## config.mk

```make
export PLATFORM = sky130hd
export DESIGN_NAME = pipe_stage_reg
export DESIGN_NICKNAME = d
export VERILOG_FILES = /design/src/rtl/pipe_stage_reg.sv
export SDC_FILE = /design/constraint.sdc
export NUM_CORES = 1
export LEC_CHECK = 0
export CAP_MARGIN = 30
export CORE_AREA = 2 2 235 237
export CTS_CLUSTER_DIAMETER = 150
export DETAILED_ROUTE_END_ITERATION = 8
export DIE_AREA = 0 0 237 239
export GPL_TIMING_DRIVEN = 0
export PLACE_DENSITY = 0.72
export SYNTH_ARGS = -nofsm -noshare
export SYNTH_HDL_FRONTEND = slang
export SYNTH_SLANG_ARGS = --single-unit
export TNS_END_PERCENT = 5
```

## constraint.sdc

```tcl
create_clock -name CLOCK -period 2.6 [get_ports CLOCK]
set_input_delay 0.39 -clock CLOCK [delete_from_list [all_inputs] [get_ports CLOCK]]
set_output_delay 0.39 -clock CLOCK [all_outputs]
set_load 0.005 [all_outputs]
```

## src/rtl/pipe_stage_reg.sv

```systemverilog
// Reusable valid/ready pipeline-stage register with optional two-entry skid buffer,
// synchronous flush, bubble masking of control bits and a saturating stall counter.
module pipe_stage_reg #(
  parameter int CTRL_WIDTH    = 8,
  parameter int PAYLOAD_WIDTH = 282,
  parameter int SKID          = 1,
  parameter int CNT_WIDTH     = 16
) (
  input  logic                     CLOCK,
  input  logic                     RESET,
  input  logic                     flush,
  input  logic                     in_valid,
  output logic                     in_ready,
  input  logic [CTRL_WIDTH-1:0]    in_ctrl,
  input  logic [PAYLOAD_WIDTH-1:0] in_payload,
  output logic                     out_valid,
  input  logic                     out_ready,
  output logic [CTRL_WIDTH-1:0]    out_ctrl,
  output logic [PAYLOAD_WIDTH-1:0] out_payload,
  output logic [1:0]               occupancy,
  output logic [CNT_WIDTH-1:0]     stall_count
);

  localparam logic [1:0] EMPTY = 2'd0;
  localparam logic [1:0] ONE   = 2'd1;
  localparam logic [1:0] TWO   = 2'd2;

  logic [1:0]               state;
  logic [1:0]               nextState;
  logic                     inReadyQ;
  logic [CTRL_WIDTH-1:0]    mainCtrl;
  logic [CTRL_WIDTH-1:0]    skidCtrl;
  logic [PAYLOAD_WIDTH-1:0] mainPayload;
  logic [PAYLOAD_WIDTH-1:0] skidPayload;
  logic [CNT_WIDTH-1:0]     stallCount;
  logic                     inFire;
  logic                     outFire;
  logic                     loadMainIn;
  logic                     loadMainSkid;
  logic                     loadSkid;

  assign out_valid   = (state != EMPTY);
  assign inFire      = in_valid && in_ready;
  assign outFire     = out_valid && out_ready;
  assign occupancy   = state;
  assign stall_count = stallCount;
  assign out_payload = mainPayload;
  // Bubbles must never leak regWrite/memWrite downstream.
  assign out_ctrl    = mainCtrl & {CTRL_WIDTH{out_valid}};

  generate
    if (SKID != 0) begin : gSkidReady
      assign in_ready = inReadyQ;
    end else begin : gPassReady
      assign in_ready = !out_valid || out_ready;
    end
  endgenerate

  // NOTE: every signal gets a default before the case so no latch is inferred.
  always_comb begin
    nextState    = state;
    loadMainIn   = 1'b0;
    loadMainSkid = 1'b0;
    loadSkid     = 1'b0;
    case (state)
      EMPTY: begin
        if (inFire) begin
          nextState  = ONE;
          loadMainIn = 1'b1;
        end
      end
      ONE: begin
        if (inFire && outFire) begin
          loadMainIn = 1'b1;
        end else if (inFire && (SKID != 0)) begin
          nextState = TWO;
          loadSkid  = 1'b1;
        end else if (outFire) begin
          nextState = EMPTY;
        end
      end
      TWO: begin
        if (outFire) begin
          nextState    = ONE;
          loadMainSkid = 1'b1;
        end
      end
      default: nextState = EMPTY;
    endcase
  end

  // NOTE: state uses non-blocking assignments so every flop samples pre-edge values.
  always_ff @(posedge CLOCK) begin
    if (RESET) begin
      state       <= EMPTY;
      inReadyQ    <= 1'b1;
      mainCtrl    <= '0;
      skidCtrl    <= '0;
      mainPayload <= '0;
      skidPayload <= '0;
    end else if (flush) begin
      // NOTE: payload holds its stale value on flush; only ctrl must be clean.
      state    <= EMPTY;
      inReadyQ <= 1'b1;
      mainCtrl <= '0;
      skidCtrl <= '0;
    end else begin
      state    <= nextState;
      inReadyQ <= (nextState != TWO);
      if (loadMainIn) begin
        mainCtrl    <= in_ctrl;
        mainPayload <= in_payload;
      end else if (loadMainSkid) begin
        mainCtrl    <= skidCtrl;
        mainPayload <= skidPayload;
      end
      if (loadSkid) begin
        skidCtrl    <= in_ctrl;
        skidPayload <= in_payload;
      end
    end
  end

  // Performance counter survives flush; only RESET clears it.
  always_ff @(posedge CLOCK) begin
    if (RESET) begin
      stallCount <= '0;
    end else if (out_valid && !out_ready && (stallCount != {CNT_WIDTH{1'b1}})) begin
      stallCount <= stallCount + 1'b1;
    end
  end

endmodule

```

; Word-level counts from Yosys, hierarchy flattened
; Cells that the tools add are included.
[totals]
reg_bits = 599
output_inout_bits = 310
[classes]
add_sub_neg = 1
eq_ne = 4
muxes = 17
bitwise = 2
reduce_logical = 12
[op_table]
columns = op, n
row1 = 2-to-1 mux 282 bit, 2
row2 = adder 16 x 1 -> 16 bit (second input constant), 1
row3 = 2-to-1 mux 8 bit, 2
row4 = != test 16 bit (second input constant), 1
row5 = 2-to-1 mux 2 bit, 5
row6 = AND 8 bit, 1
row7 = 2-to-1 mux 1 bit, 6
row8 = case mux 2 bit (3 select lines), 1
row9 = logical AND 1 bit, 5
row10 = AND reduction 2 bit, 2
row11 = nonzero test 2 bit, 2
row12 = == test 2 x 1 -> 1 bit (second input constant), 1
row13 = == test 2 bit (second input constant), 1
row14 = logical NOT 2 bit, 1
row15 = != test 2 bit (second input constant), 1
row16 = case mux 1 bit (2 select lines), 1
row17 = OR reduction 2 bit, 1
row18 = logical NOT 1 bit, 1
row19 = inverter 1 bit, 1

; Longest topological paths before layout
[logic_depth]
word_depth = 7
mapped_depth = 7

; Worst setup path after synthesis
; OpenSTA, ideal clock, no wires.
[synth_path]
kind = input to register
from = in out_ready
to = reg stallCount[15] (netlist: stall_count[15])
setup_ns = 0.123
arrival_time_ns = 1.850
required_time_ns = 2.477
path_slack_ns = 0.626
stages = 5
n_path_buf = 1
path_cell_list = o21bai_2 -> or4_1 -> clkbuf_2 -> nor4b_1 -> mux2_1
[synth_between]
elab_chain_cells = 3
[synth_lines]
columns = element, line_no
row1 = start: declaration, 17  ; input logic out_ready,
row2 = logical NOT 1 bit, 128  ; end else if (out_valid && !out_ready && (stallCount != {CNT_WIDTH{1'b1}})) begin
row3 = logical AND 1 bit (2 in series), 128
row4 = end signal: assignment, 129  ; stallCount <= stallCount + 1'b1;
row5 = end: declaration, 35  ; logic [CNT_WIDTH-1:0] stallCount;
; No other way between the ends.
; A chain may end at the register's enable or synchronous reset.

; Worst setup path in the final report
[layout_path]
from = reg state[0] (netlist: occupancy[0])
to = reg mainPayload[184] (netlist: out_payload[184])
[layout_between]
elab_chain_cells = 7
[layout_lines]
columns = element, line_no
row1 = start: declaration, 28  ; logic [1:0] state;
row2 = start signal: assignment, 108  ; state <= nextState;
row3 = nonzero test 2 bit, 42  ; assign out_valid = (state != EMPTY);
row4 = logical AND 1 bit, 44  ; assign outFire = out_valid && out_ready;
row5 = logical AND 1 bit, 73  ; if (inFire && outFire) begin
row6 = 2-to-1 mux 1 bit, 73
row7 = case mux 1 bit (2 select lines), 65  ; case (state)
row8 = nonzero test 2 bit (no line), n/a
row9 = AND reduction 2 bit (no line), n/a
row10 = end signal: assignment, 112  ; mainPayload <= in_payload;
row11 = end signal: assignment, 115  ; mainPayload <= skidPayload;
row12 = end: declaration, 33  ; logic [PAYLOAD_WIDTH-1:0] mainPayload;
; Several ways; a longest one is shown, not always the timed one.

==> impl_metrics.toml <==
[sta]
hold_viol = 0
max_freq_ghz = 0.405
fin_crit_ns = 2.47
setup_viol = 0
slew_viol_final = 0
period_share = 0.951
fin_skew_ns = 0.0184
tightest_slew_ns = 0.922
relSlewSlack = 0.385
rsz0062_at_grt = "yes"

[clock_tree]
cts_sinks = 599
cts_tree = "yes"
htree_levels = 2
clockBufferDepth = 3
clk_pin_slew_ns = 0.06
cts_setup_buffers = 0
cts_buffers = 61
root_buffer = "clkbuf_16"
clk_latency_ns = 0.62

[route]
vias_per_cell = 5.30
vias = 21800
wire_per_inst_um = 19.3
antenna_left = 0
drt_iter0_drc = 1128
drc = 0
wl_um = 79500
first_pass_iters = 7

[logic_synthesis]
synth_edf_count = 0
synth_compound_area_frac = 0.164
synth-seq-cells = 599
ys_types = 39
synth_fp_nets = 2974
syn_area_um2 = 23400
synth-simple-area-share = 0.158
ys_top_cells_by_area = "dfxtp_1, mux2i_1, nand2_1"
yosysTopAreaCellShare = 0.512
syn_inst = 2678
yosysSeqAreaShare = 0.512
synth-async-reset-ratio = 0
synthXorXnorAreaFrac = 0
synth_top_family_by_area = "compound AO/OA/AOI/OAI gates"
synth_mux_area_frac = 0.126
yosysTopAreaCell = "dfxtp_1"
ys.flop_type = "dfxtp_1"
synth.avg_cell_area_um2 = 8.75
synth_fa_ha_area_frac = 0.000534
ys_warn_count = 0

[finish]
nets = 3642
area_growth_pct = 38.2
final_area_um2 = 32400
mostFrequentLayoutCells = "clkdlybuf4s50_1, dfxtp_1, nand2_1, a21oi_1, nor2_1"
drive_gt1_frac = 0.0486
utilization = 0.596
final_common_cell = "clkdlybuf4s50_1"

[worst_setup_path]
startpoint_type = "flop"
path_class = "reg2reg"
cp_max_fo = 10
arrival_ns = 3.00
r2r-start = "occupancy[0]"
r2r_cells = 7
rr_endpoint = "out_payload[184]"
cp-end-kind = "flop"
r2r_setup_slack_ns = 0.13
cp.required_ns = 3.12

[power_and_ir_drop]
irDropWorstVdd_mv = 0.506
cellLeakagePower_nw = 11.7
power_mw = 21.3
p_per_area_nw_per_um2 = 656

[grt]
grt_max_degree = 16
grt_usage = 0.268
grt-ovfl-total = 0
antenna_found_initial = 21
grt_pass1_vias = 21600
grt_pass1_wl_um = 119000

[die]
fp.coreArea_um2 = 54300
ios = 605
die-width_um = 237
start_util = 0.431
die_height_um = 239
dieArea_um2 = 56600
rows = 86

[placement]
dp_hpwl_um = 59800
gp_congestion = 0.886
placed_area_um2 = 30400
port_buffers = 603

[status]
status = "completed"

[run]
drv_cap = 0

[worst_hold_path]
whs_path_depth = 3
hp-class = "in2reg"
min_to = "skidPayload[175]"
worstHoldStart = "in_payload[175]"
-- worst max-delay path: stages (launching register included) --
cell and delay, ns:
dfxtp_1 0.40, and4bb_2 0.37, o31a_1 0.14, buf_2 0.24, clkbuf_2 0.40, clkbuf_1 0.45
nor2_1 0.08, a211oi_1 0.27
-- routing by layer --
metal	routed length (um)	global-route usage	vias to the layer above
met1	31100	0.300	10300
li1	-	-	10600
met5	68	0	-
met2	38100	0.464	745
met3	6420	0.0811	196
met4	3710	0.129	10
-- where the power goes --
group,internal [mW],switching [mW]
Clock,4.85,3.67
Combinational,1.53,1.40
Sequential,9.58,0.234
Total,16.0,5.30
-- how the worst max path moves through the flow --
stage,endpoint,from,slack [ns],cells after the start
6_report,out_payload[184],occupancy[0],0.13,7
5_1_grt,out_payload[195],occupancy[0],-0.07,7
4_1_cts,out_ctrl[1],occupancy[1],-0.07,3
3_5_place_dp,out_payload[174],in_valid,-0.76,8
3_3_place_gp,out_payload[269],in_valid,-0.65,8
2_1_floorplan,stall_count[15],out_ready,0.63,5
-- kinds of logic after synthesis --
kind of cell    count (synthesis)
buf+inv                       233
compound gates                611
mux                           293
fa+ha+maj                       1
flops                         599
simple gates                  941
-- metrics by stage --
stage	worst slack [ns]	hold WS (ns)	setup TNS [ns]	std cells
final	0.129	0.344	0	4113
after global routing	-0.0690	0.330	-0.461	4108
after CTS	-0.0692	0.306	-0.0888	4096
after detailed placement	-0.761	0.446	-303.39	3987
after global placement	-0.646	0.440	-269.48	3985
after floorplan	0.626	0.434	0	2678
-- sequential cells by signal (all words and copies together) (netlist names) --
name and flops:
out_payload 282, skidPayload 282, stall_count 16, mainCtrl 8
skidCtrl 8, occupancy 2, in_ready 1
-- layout make-up --
cell class,instances,area (um^2)
antenna,17,42.5
buffer,227,921
clock buffer,89,1790
clock inverter,20,135
fill,4600,21900
inverter,6,22.5
multi-input combinational,1846,10500
sequential,599,12000
tap,704,881
timing repair buffer,605,6070
-- Yosys cell counts (2+ instances only) --
cell type / instances
a211oi_1: 283
a21oi_1: 302
and3_1: 2
and3b_1: 2
buf_2: 33
clkbuf_1: 193
dfxtp_1: 599
inv_1: 6
mux2_2: 9
mux2i_1: 283
nand2_1: 585
nand2b_1: 8
nand3_1: 8
nand4_1: 4
nor2_1: 291
nor2b_1: 11
nor3_1: 5
nor4_1: 3
o211a_1: 8
o21ai_0: 3
o31a_1: 2
o31ai_1: 8
or2_2: 2
or3_1: 5
or4_1: 9
-- repair_timing --
item / 4_1_cts / 5_1_grt
gates cloned: 0 / 0
setup endpoints to repair: 392 / 408
resized for setup: 12 / 25
hold buffers: 0 / 0
Note: power is estimated with default switching activity, not from simulation.
